## config.mk

```make
export PLATFORM = sky130hd
export DESIGN_NAME = bitstream_fetcher
export DESIGN_NICKNAME = d
export VERILOG_FILES = /design/src/rtl/bitstream_fetcher.sv
export SDC_FILE = /design/constraint.sdc
export NUM_CORES = 1
export LEC_CHECK = 0
export CAP_MARGIN = 20
export CELL_PAD_IN_SITES_DETAIL_PLACEMENT = 1
export CELL_PAD_IN_SITES_GLOBAL_PLACEMENT = 1
export CORE_ASPECT_RATIO = 0.75
export CORE_MARGIN = 2
export CORE_UTILIZATION = 44
export CTS_CLUSTER_SIZE = 20
export DETAILED_ROUTE_END_ITERATION = 7
export GPL_TIMING_DRIVEN = 0
export PLACE_DENSITY = 0.85
export SKIP_LAST_GASP = 1
export SLEW_MARGIN = 10
export SYNTH_ARGS = -nofsm -noshare
export SYNTH_HDL_FRONTEND = slang
export SYNTH_SLANG_ARGS = --single-unit
```

## constraint.sdc

```tcl
create_clock -name clk -period 6.02 [get_ports clk]
set_input_delay 0.903 -clock clk [delete_from_list [all_inputs] [get_ports clk]]
set_output_delay 0.903 -clock clk [all_outputs]
set_load 0.01 [all_outputs]
```

## src/rtl/bitstream_fetcher.sv

```systemverilog
// -----------------------------------------------------------------------------
// bitstream_fetcher
//   Consumer end of the byte-source handshake that feeds the arithmetic
//   decoder. Bytes are pulled on demand into an MSB-first bit buffer, and
//   reads of 0..16 bits are served to the decoder. The decoder never sees
//   byte boundaries.
//
//   Buffer invariant: the valid bits occupy the top level_r bits of buf_r,
//   and every bit below them is zero. That invariant is what lets an
//   over-read at end of stream return zeros for the missing bits.
//
// Ports
//   clk           clock, all state on posedge
//   rst_n         asynchronous active-low reset
//   byte_request  consume byte_data at this posedge (combinational)
//   byte_data     current byte from the source
//   byte_ready    source holds a valid byte; a 0 after the first byte = end
//   rd_valid      decoder requests rd_num bits
//   rd_num        bits requested, 0..16 (larger values clamp to 16)
//   rd_ready      read can be granted this cycle (combinational)
//   rd_data       registered read result, right-aligned, upper bits zero
//   rd_done       one-cycle pulse, rd_data valid
//   rd_align      drop (level mod 8) bits to byte-align; ignored when rd_valid=1
//   eos           stream ended and buffer empty (registered)
//   bits_consumed running count of bits handed out or discarded (wraps)
//
// Configuration
//   BITFETCH_ZERO_PAD_EN : once the stream has ended, every read is granted;
//                          missing bits read as 0 and the level saturates at 0.
//                          When undefined, a read stalls while n > level.
// -----------------------------------------------------------------------------
module bitstream_fetcher #(
    parameter int BUF_W     = 32,
    parameter int MAX_RD    = 16,
    parameter int REFILL_LE = BUF_W - 8
) (
    input  logic        clk,
    input  logic        rst_n,
    output logic        byte_request,
    input  logic [7:0]  byte_data,
    input  logic        byte_ready,
    input  logic        rd_valid,
    input  logic [4:0]  rd_num,
    output logic        rd_ready,
    output logic [15:0] rd_data,
    output logic        rd_done,
    input  logic        rd_align,
    output logic        eos,
    output logic [31:0] bits_consumed
);

    localparam int LVL_W = $clog2(BUF_W + 1);
    localparam int RD_W  = 16;

    logic [BUF_W-1:0] buf_r;
    logic [LVL_W-1:0] level_r;
    logic             ended_r;
    logic             got_byte_r;
    logic             eos_r;
    logic             rd_done_r;
    logic [RD_W-1:0]  rd_data_r;
    logic [31:0]      bits_r;

    logic [4:0]       n_s;
    logic [LVL_W-1:0] n_lvl_s;
    logic             take_s;
    logic             grant_s;
    logic             align_s;
    logic [LVL_W-1:0] drop_s;
    logic [BUF_W-1:0] rem_s;
    logic [LVL_W-1:0] rem_level_s;
    logic [BUF_W-1:0] buf_next_s;
    logic [LVL_W-1:0] level_next_s;
    logic             ended_next_s;
    logic [RD_W-1:0]  top_s;
    logic [RD_W-1:0]  rd_bits_s;
    logic [31:0]      bits_add_s;

    // Clamp the request size, derive handshakes and read readiness.
    always_comb begin
        n_s          = rd_num;
        n_lvl_s      = '0;
        byte_request = 1'b0;
        rd_ready     = 1'b0;
        if (rd_num > 5'(MAX_RD)) begin
            n_s = 5'(MAX_RD);
        end else begin
            n_s = rd_num;
        end
        n_lvl_s      = {{(LVL_W-5){1'b0}}, n_s};
        byte_request = rst_n & byte_ready & (level_r <= LVL_W'(REFILL_LE));
`ifdef BITFETCH_ZERO_PAD_EN
        rd_ready     = ended_r | (level_r >= n_lvl_s);
`else
        rd_ready     = (level_r >= n_lvl_s);
`endif
    end

    assign take_s  = byte_request;
    assign grant_s = rd_valid & rd_ready;
    assign align_s = rd_align & ~rd_valid;

    // Work out how many bits leave the top of the buffer this cycle.
    always_comb begin
        drop_s     = '0;
        bits_add_s = 32'd0;
        if (grant_s) begin
            drop_s     = n_lvl_s;
            bits_add_s = {27'd0, n_s};
        end else if (align_s) begin
            drop_s     = {{(LVL_W-3){1'b0}}, level_r[2:0]};
            bits_add_s = {29'd0, level_r[2:0]};
        end else begin
            drop_s     = '0;
            bits_add_s = 32'd0;
        end
    end

    // Consume from the top, then land any incoming byte just below the remainder.
    always_comb begin
        rem_s        = buf_r << drop_s;
        rem_level_s  = '0;
        buf_next_s   = '0;
        level_next_s = '0;
        // Over-read only happens in zero-pad mode; the level floors at zero.
        if (drop_s > level_r) begin
            rem_level_s = '0;
        end else begin
            rem_level_s = level_r - drop_s;
        end
        if (take_s) begin
            buf_next_s   = rem_s | ({byte_data, {(BUF_W-8){1'b0}}} >> rem_level_s);
            level_next_s = rem_level_s + LVL_W'(8);
        end else begin
            buf_next_s   = rem_s;
            level_next_s = rem_level_s;
        end
        ended_next_s = ended_r | (got_byte_r & ~byte_ready);
    end

    // Right-align the top n buffer bits as the read result.
    always_comb begin
        top_s     = buf_r[BUF_W-1 -: RD_W];
        rd_bits_s = '0;
        if (n_s == 5'd0) begin
            rd_bits_s = '0;
        end else begin
            rd_bits_s = top_s >> (5'(RD_W) - n_s);
        end
    end

    // State registers: buffer, level, end tracking and registered outputs.
    always_ff @(posedge clk or negedge rst_n) begin
        if (!rst_n) begin
            buf_r      <= '0;
            level_r    <= '0;
            ended_r    <= 1'b0;
            got_byte_r <= 1'b0;
            eos_r      <= 1'b0;
            rd_done_r  <= 1'b0;
            rd_data_r  <= '0;
            bits_r     <= 32'd0;
        end else begin
            buf_r      <= buf_next_s;
            level_r    <= level_next_s;
            ended_r    <= ended_next_s;
            got_byte_r <= got_byte_r | take_s;
            eos_r      <= ended_next_s & (level_next_s == '0);
            rd_done_r  <= grant_s;
            bits_r     <= bits_r + bits_add_s;
            if (grant_s) begin
                rd_data_r <= rd_bits_s;
            end else begin
                rd_data_r <= rd_data_r;
            end
        end
    end

    assign rd_data       = rd_data_r;
    assign rd_done       = rd_done_r;
    assign eos           = eos_r;
    assign bits_consumed = bits_r;

endmodule
```

### After elaboration in Yosys (flattened, before gate mapping)

Cells that the tools add are included.

* bits in registers: 90
* bits of input ports: 18

* bitwise gates (word level): 11
* reduce and logical (&&, ||, !) cells: 2
* muxes and demuxes: 9
* add/sub/neg operators: 4
* shift operators: 3
* $lt $le $gt $ge: 4

Operators with widths (count)
* $add A32 B32 Y32: 1
* $mux W32: 1
* $or A32 B32 Y32: 1
* $shl A32 B6 Y32: 1
* $shr A32 B6 Y32: 1
* $mux W16: 1
* $shr A16 B5 Y16: 1
* $mux W5: 3
* $mux W6: 2
* $add A6 B4 Y6 const B: 1
* $and A1 B1 Y1: 6
* $ge A6 B5 Y1: 1
* $gt A6 B6 Y1: 1
* $le A6 B5 Y1 const B: 1
* $logic_not A6 Y1: 1
* $mux W3: 2
* $sub A6 B6 Y6: 1
* $gt A5 B5 Y1 const B: 1
* $logic_not A5 Y1: 1
* $sub A5 B5 Y5 const A: 1
* $not A1 Y1: 2
* $or A1 B1 Y1: 2

### Logic depth before layout (Yosys ltp)

Gate-level depths: netlist (run 1).

* depth in word-level cells: 11
* mapped depth: 24
* gate-level depth less buffers: 19

### Least setup slack after synthesis (run 1)

OpenSTA, ideal clock, no wires.

* path type: input to register
* start point: input port rd_num[0]
* end point: register eos_r, in the netlist eos
* data required time: 5.919 ns
* buffers on the path: 6
* data arrival time: 5.420 ns
* stages: 23
* library setup time: 0.101 ns
* slack: 0.499 ns
* path through: nor2b_1 > buf_2 > buf_1 > ha_1 > nand2b_1 > a21o_1 > a21oi_4 > inv_2 > a31o_1 > buf_6 > inv_2 > buf_2 > ha_1 > nor2b_1 > o21a_1 > o21a_1 > or3_1 > buf_2 > inv_1 > buf_2 > ha_1 > mux2_2 > nor4_1

* word-level cells in the longest chain between the ends: 11
* elaborated cells between the ends (all ways): 12
* those cells by class: 2 x add/sub; 3 x order compare; 4 x mux; 2 x bitwise; 1 x reduce/logical

RTL lines
* start: declaration: line 43 `input logic [4:0] rd_num,`
* $gt A5 B5 Y1: line 85 `if (rd_num > 5'(MAX_RD)) begin`
* $mux W5 (*): line 85
* $ge A6 B5 Y1 (*): line 95 `rd_ready = (level_r >= n_lvl_s);`
* named net rd_ready: line 44 `output logic rd_ready,`
* $and A1 B1 Y1 (*): line 100 `assign grant_s = rd_valid & rd_ready;`
* $mux W5 (*): line 107 `if (grant_s) begin`
* $sub A6 B6 Y6 / $gt A6 B6 Y1 (equally long branches): line 129, 126
* $mux W6 (*): line 126 `if (drop_s > level_r) begin`
* $add A6 B4 Y6: line 133 `level_next_s = rem_level_s + LVL_W'(8);`
* $mux W6 (*): line 131 `if (take_s) begin`
* named net level_next_s[4]: line 73 `logic [LVL_W-1:0] level_next_s;`
* $logic_not A6 Y1 (*): line 168 `eos_r <= ended_next_s & (level_next_s == '0);`
* $and A1 B1 Y1 (*): line 168
* end signal: assignment: line 168
* end: declaration: line 59 `logic eos_r;`

Mark *: on every way through the listed nets, which the timed path passes. The rest lies on a longest branch.
A chain may end at the register's enable or synchronous reset.

### Worst setup path after layout (run 1)

* start point: input port rd_num[4]
* end point: register buf_r[18]

* word-level cells in the longest chain between the ends: 10
* elaborated cells between the ends (all ways): 12
* those cells by class: 1 x add/sub; 3 x order compare; 2 x shift; 4 x mux; 2 x bitwise

RTL lines
* $gt A5 B5 Y1: line 85
* $mux W5 (*): line 85
* $ge A6 B5 Y1: line 95
* $and A1 B1 Y1: line 100
* $mux W5 (*): line 107
* $sub A6 B6 Y6 / $gt A6 B6 Y1 (equally long branches): line 129, 126
* $mux W6: line 126
* $shr A32 B6 Y32: line 132 `buf_next_s = rem_s | ({byte_data, {(BUF_W-8){1'b0}}} >> rem_level_s);`
* $or A32 B32 Y32: line 132
* $mux W32 (*): line 131
* named net buf_next_s[18]: line 72 `logic [BUF_W-1:0] buf_next_s;`
* end signal: assignment: line 164 `buf_r <= buf_next_s;`
* end: declaration: line 55 `logic [BUF_W-1:0] buf_r;`

Marks and branches as above.

==> results of run 1 <==
-- sequential cells by signal, summed over array words and instances, names as in the netlist --
name and flops:
rd_done 1, got_byte_r 1, bits_consumed 32, ended_r 1, level_r 6, buf_r 32, rd_data 16, eos 1
-- stage by stage --
stage / hold slack, ns / setup TNS (ns) / cell area (um2)
6_report: 0.4661 / 0 / 8018
4_1_cts: 0.4728 / -0.05637 / 7951
5_1_grt: 0.4876 / -0.1496 / 8018
2_1_floorplan: 0.4237 / 0 / 6636
3_5_place_dp: 0.4575 / -49.92 / 7597
3_3_place_gp: 0.4541 / -39.36 / 7567
-- metal layers --
layer / part of all wire / wire length, um
met1: 0.45 / 11570
met2: 0.43 / 11050
met3: 0.10 / 2600
met4: 0.013 / 345
met5: 0 / 0
-- report_power, final --
group	leakage (nW)	internal (mW)	switching (mW)
logic	2.05	0.976	1.63
clock network	0.155	0.339	0.265
registers	1.18	0.786	0.206
-- layout make-up --
cell class                      instances  share of cell area
Multi-Input combinational cell        578              0.5217
Sequential cell                        90              0.2809
Timing Repair Buffer                   73             0.09145
Tap cell                              200             0.03121
Clock buffer                           10             0.02981
Buffer                                 32             0.02107
Inverter                               28             0.01483
Clock inverter                          6            0.009051
-- what timing repair did --
item | 4_1_cts | 5_1_grt
hold buffers | 0 | 0
hold endpoints to repair | 0 | 0
pin swaps | 0 | 4
endpoints found under the setup margin | 47 | 35
resized for setup | 15 | 19
setup buffers | 1 | 2
-- Yosys cell counts (all sizes together), types with 3 or more instances --
cell,count,area (um2)
nor2b,7,43.79
nand3,34,170.2
o221ai,7,61.31
o31ai,3,22.52
o22a,5,43.79
xor2,16,140.1
o22ai,18,118.9
a221oi,4,35.03
nor2,48,180.2
o21a,6,45.04
ha,18,225.2
and2,6,37.54
a21oi,34,192.7
a21o,7,52.55
a31oi,3,18.77
mux2i,69,690.7
mux2,11,123.9
o21ai,42,210.2
clkbuf,19,71.32
inv,27,101.3
nor3,28,150.1
buf,18,102.6
or3,3,18.77
a211oi,17,142.6
dfrtp,90,2252
a32oi,4,35.03
a22o,15,131.4
xnor2,19,166.4
nand2,60,237.7
nand2b,9,56.30
a22oi,12,90.09
nor4,4,25.02
nand4,6,37.54
and3,18,112.6
o211ai,7,52.55
a2bb2oi,4,35.03
mux4,6,135.1
-- worst reg2reg max path: cells and delay by family (launching register included) --
kind / cells / cell delay [ns]
compound gates: 8 / 1.68
fa+ha+maj: 2 / 0.71
buf+inv: 3 / 0.69
flops: 1 / 0.41
mux: 1 / 0.22
simple gates: 3 / 0.96
-- final timing paths --
path                                    from                 to
max                                rd_num[4]          buf_r[18]
min                                    rst_n            rd_done
max reg2reg                       level_r[0]          buf_r[18]
min reg2reg                bits_consumed[31]  bits_consumed[31]
max in group asynchronous              rst_n          buf_r[15]
min in group clk           bits_consumed[31]  bits_consumed[31]
-- cell families (layout without fill, tap and decap cells) --
family                     count (synthesis)  in the layout  share of synthesized area
AOI/OAI and AO/OA                        207            207                     0.2204
xor gates and xnor gates                  35             35                    0.04619
adders and majority gates                 20             20                    0.03997
buffers and inverters                     65            149                    0.04204
DFF                                       90             90                     0.3394
muxes                                     86             86                     0.1431
and+or+nand+nor                          230            230                     0.1689
==> metrics.txt, run 1 <==
status=finished clean; DR iter-0 viols=588; CP arrival=6.08 ns; buffers plus inverters on the worst setup path=4; clock slew at reported path FFs=0.07 ns; register area=2252 um2; VDD IR max=0.2841 mV; Setup WS pre-CTS=-1.780 ns; Die Width=145.8 um; dpl cells=1002; Avg Vias per Cell=6.423; gr busiest metal=met2; Post-Route WL=25560 um; DIE HEIGHT=110.4 um; CP endpoint kind=register; Clock Tree Buf Depth=2; met3 Track Usage GR=0.1033; CP Launch Type=primary input; Die ar.=16090 um2; r2r setup slk=1.23 ns; largest net degree at the start of global routing=63; antenna viol nets, final=0; area taken by multi-input logic gates=4183 um2; Lkg Pwr=3.384 nW; first-pass GRT wire length=39430 um; sequential share of the synthesized area=0.3394; Setup violations, final=0; Power Total=4.203 mW; CP max stage delay=0.49 ns; Cells after Synth=733; clk_lat worst skew=0.36 ns; Slew HR=0.2310; CTS H-tree lvls=3; stages on the worst setup path=20; DR vias=6532; pwr dens=524.2 nW/um2; crit-path max FO=20; Unique masters post-synth=68; # rows=38; Final nets=850; top_reg_cell synth=dfrtp_1; Area Growth Syn to Fin=20.81%; grt met2 use=0.4862; worst path required time=6.26 ns; # clock sinks=90; Initial Utilization=0.4547; Post-DP HPWL=19860 um; CP top delay family=compound AO/OA/AOI/OAI gates; DR DRC count=0; Synth Register Bits=90; GP Congestion=0.9783; initial antenna violation count=0; Setup CP Type=in2reg; overall routing resource usage=0.3216; Hold Path Class=in2async; syn_nets=771; vias in the first global route=6725; CTS tree=yes; Ys Warns=0; FFs w/ async S/R, synth=1.000; R2R cell count=17; most common cell after layout, fill and taps aside=dfrtp_1; final worst slack=0.1771 ns; Final Hold Vio Count=0; fmax=0.1711 GHz; IO Pins=70; crit-path cells=clkdlybuf4s50_1 > inv_1 > nand2_1 > ha_1 > and3_1 > and3_1 > a21oi_4 > nand2_8 > ha_1 > inv_1 > fa_1 > a211oi_2 > o21a_1 > buf_2 > a21oi_1 > o22ai_2 > mux2i_1 > a2bb2oi_1 > o22ai_1 > or3_1; Avg Cell Area, Syn=9.054 um2; CTS Buf Count=9; Layout Cells excl Fill=1017; filler cell count=1727; most frequent cells in the layout=90 x dfrtp_1, 69 x mux2i_1, 67 x clkdlybuf4s50_1; Core Area=14600 um2; Post-Syn Area=6636 um2; root buffer cell=clkbuf_16; RSZ-0062 raised after global routing=yes; max-cap violations=0; DR WL/cell=25.13 um; post-layout util=0.5493; Worst Tran Pin Value=1.151 ns; Port Buffers=68; slowest cell on the critical path=clkdlybuf4s50_1; Final period util=0.9706; Setup Skew=0.009282 ns; Final Slew Violations=0; min cycle time layout=5.843 ns; share of layout cells above drive strength 1=0.1126; First-pass DRT Iterations=5; Antenna Diode Count=0; EDFF count, synth=0; routing usage on met1=0.4535; total gr overflow=0
(Power assumes the default switching activity.)
==> inputs of run 2 (changes only) <==
--- a/constraint.sdc
+++ b/constraint.sdc
@@ -3,2 +3,2 @@
 set_output_delay 0.903 -clock clk [all_outputs]
-set_load 0.01 [all_outputs]
+set_load 0.05 [all_outputs]
==> results of run 2 <==
The final DEF is identical to that of run 1. Status: finished clean.
Main changes from that run: total power 4.203 mW -> 4.433 mW; worst IR drop on VDD 0.2841 mV -> 0.3502 mV
==> inputs of run 3 (changes only) <==
- ABC_AREA: default -> 0
- CORE_ASPECT_RATIO: 0.75 -> 1.75
==> run 3 against run 2 <==
Net effect:
- via count fell by 0.35%
- worst hold slack got worse by 0.0022 ns
- design area fell by 0.11%
- critical path depth did not move
- power fell by 0.51%
==> metrics.txt, run 3 (synthesis gave the netlist of run 1 again) <==
internal power=2.073 mW (was 2.100 mW); Combinational Power Share=0.647 (was 0.640); min cycle time layout=5.901 ns (was 5.843 ns); CP startpoint=rd_num[4] (unchanged); CTS tree=yes (unchanged); switching part of the total=0.5301 (was 0.5263); R2R cell count=21 (was 17); setup TNS=0 ns (unchanged); r2r setup slk=1.10 ns (was 1.23 ns); pwr dens=550.8 nW/um2 (was 553.0 nW/um2); Setup Skew=0.009321 ns (was 0.009282 ns); most common cell after layout, fill and taps aside=dfrtp_1 (unchanged); max-cap violations=0 (unchanged); Lkg Pwr=3.385 nW (was 3.384 nW); NetSw=2.338 mW (was 2.333 mW); sequential power share=0.219 (was 0.224); Setup CP Type=in2reg (unchanged); CP endpoint kind=register (unchanged); Worst Tran Pin Value=1.033 ns (was 1.151 ns); DIE HEIGHT=166.5 um (was 110.4 um); Area Growth Syn to Fin=20.68% (was 20.81%); RSZ-0062 raised after global routing=yes (unchanged); clock slew at reported path FFs=0.08 ns (was 0.07 ns); slowest cell on the critical path=clkdlybuf4s50_1 (unchanged); Port Buffers=68 (unchanged); vias in the first global route=7171 (was 6725); Power Total=4.411 mW (was 4.433 mW); IO Pins=70 (unchanged); status=finished clean (unchanged); Final nets=853 (was 850); Critical Path End=buf_r[18] (unchanged); GP Congestion=0.9945 (was 0.9783); largest net degree at the start of global routing=53 (was 63); filler cell count=1720 (was 1727); CP Launch Type=primary input (unchanged); Final Hold Vio Count=0 (unchanged); DR WL/cell=24.86 um (was 25.13 um); Antenna Diode Count=0 (unchanged); post-layout util=0.5398 (was 0.5493); first-pass GRT wire length=39270 um (was 39430 um); total gr overflow=0 (unchanged); Clk pwr share=0.134 (was 0.136); Avg Vias per Cell=6.490 (was 6.423); CP arrival=6.13 ns (was 6.08 ns); Post-DP HPWL=19650 um (was 19860 um); Initial Utilization=0.4473 (was 0.4547); CTS H-tree lvls=3 (unchanged); fmax=0.1695 GHz (was 0.1711 GHz); antenna viol nets, final=0 (unchanged); Final period util=0.9802 (was 0.9706); clk_lat worst skew=0.35 ns (was 0.36 ns); DR DRC count=0 (unchanged); CTS Buf Count=9 (unchanged); Setup violations, final=0 (unchanged); VDD IR max=0.3727 mV (was 0.3502 mV); Final Slew Violations=0 (unchanged); hold_buf cts=0 (unchanged); Slew HR=0.3053 (was 0.2310); most frequent cells in the layout=90 x dfrtp_1, 69 x mux2i_1, 67 x clkdlybuf4s50_1 (unchanged); DR vias=6509 (was 6532); # rows=59 (was 38); CP max stage delay=0.48 ns (was 0.49 ns); share of layout cells above drive strength 1=0.1159 (was 0.1126); Post-Route WL=24930 um (was 25560 um); crit-path cells=clkdlybuf4s50_1 > inv_1 > nand2_1 > ha_1 > and3_1 > and3_1 > a21oi_4 > nand2_8 > ha_1 > inv_1 > fa_1 > a211oi_2 > o21a_1 > buf_2 > a21oi_1 > o22ai_1 > mux2i_1 > a2bb2oi_2 > o22ai_1 > or3_1 (was clkdlybuf4s50_1 > inv_1 > nand2_1 > ha_1 > and3_1 > and3_1 > a21oi_4 > nand2_8 > ha_1 > inv_1 > fa_1 > a211oi_2 > o21a_1 > buf_2 > a21oi_1 > o22ai_2 > mux2i_1 > a2bb2oi_1 > o22ai_1 > or3_1); Die ar.=16120 um2 (was 16090 um2); crit-path max FO=20 (unchanged); initial antenna violation count=0 (unchanged); worst path required time=6.25 ns (was 6.26 ns); overall routing resource usage=0.3079 (was 0.3216); Hold Path Class=reg2reg (was in2async); Critical R2R Capture=eos (was buf_r[18]); Critical R2R Launch=level_r[0] (unchanged); Core Area=14840 um2 (was 14600 um2); root buffer cell=clkbuf_16 (unchanged); First-pass DRT Iterations=5 (unchanged); Hold Slack=0.4638 ns (was 0.4661 ns); Clock Tree Buf Depth=2 (unchanged); DR iter-0 viols=523 (was 588); # clock sinks=90 (unchanged); Die Width=96.84 um (was 145.8 um)
==> run 3: power by group through the flow <==
stage | Clock [mW] | Combinational (mW) | Sequential (mW)
final | 0.593 | 2.85 | 0.964
after global routing | 0.617 | 3.02 | 0.985
after CTS | 0.595 | 2.75 | 0.960
after detailed placement | 0 | 2.69 | 0.970
after global placement | 0 | 2.62 | 0.950
after floorplan | 0 | 1.62 | 1.15
==> run 3: cell type report <==
type | instances | area, um2 | area share
Sequential cell | 90 | 2252 | 0.2812
Clock inverter | 7 | 81.33 | 0.01015
Timing Repair Buffer | 75 | 740.7 | 0.09249
Tap cell | 183 | 229.0 | 0.02859
Clock buffer | 9 | 225.2 | 0.02812
Buffer | 33 | 182.7 | 0.02281
Multi-Input combinational cell | 578 | 4184 | 0.5224
Inverter | 28 | 113.9 | 0.01422
==> run 3: how the worst min path moves through the flow <==
stage / from / end / slack [ns] / cells after the start
after global routing: ended_r / ended_r / 0.48 / 1
after global placement: ended_r / ended_r / 0.45 / 1
after CTS: ended_r / ended_r / 0.47 / 1
after detailed placement: ended_r / ended_r / 0.46 / 1
after floorplan: ended_r / ended_r / 0.42 / 1
final: ended_r / ended_r / 0.46 / 1
==> run 3: repair_timing <==
action	CTS	global route
pin swaps	1	1
buffers inserted	1	3
endpoints found under the setup margin	47	37
resized for setup	18	13
==> run 3: layer usage <==
metal	wire length (um)	vias up	track usage
li1	-	2904	-
met1	8551	3272	0.3066
met2	13910	239	0.5981
met3	886	94	0.03273
met4	1590	0	0.1849
met5	0	-	0
==> run 3: worst max-delay path: cells and delay by family <==
kind / cells / cell delay [ns]
mux: 1 / 0.25
compound gates: 7 / 1.60
simple gates: 5 / 1.38
buf+inv: 4 / 0.95
fa+ha+maj: 3 / 1.01
==> run 3: metrics by stage <==
step | worst slack (ns) | instances | instance area, um2
after detailed placement | -1.806 | 986 | 7571
after floorplan | 0.3905 | 733 | 6636
after CTS | -0.02030 | 1000 | 7928
final | 0.1194 | 1003 | 8009
after global routing | -0.2033 | 1003 | 8009
after global placement | -1.711 | 984 | 7546
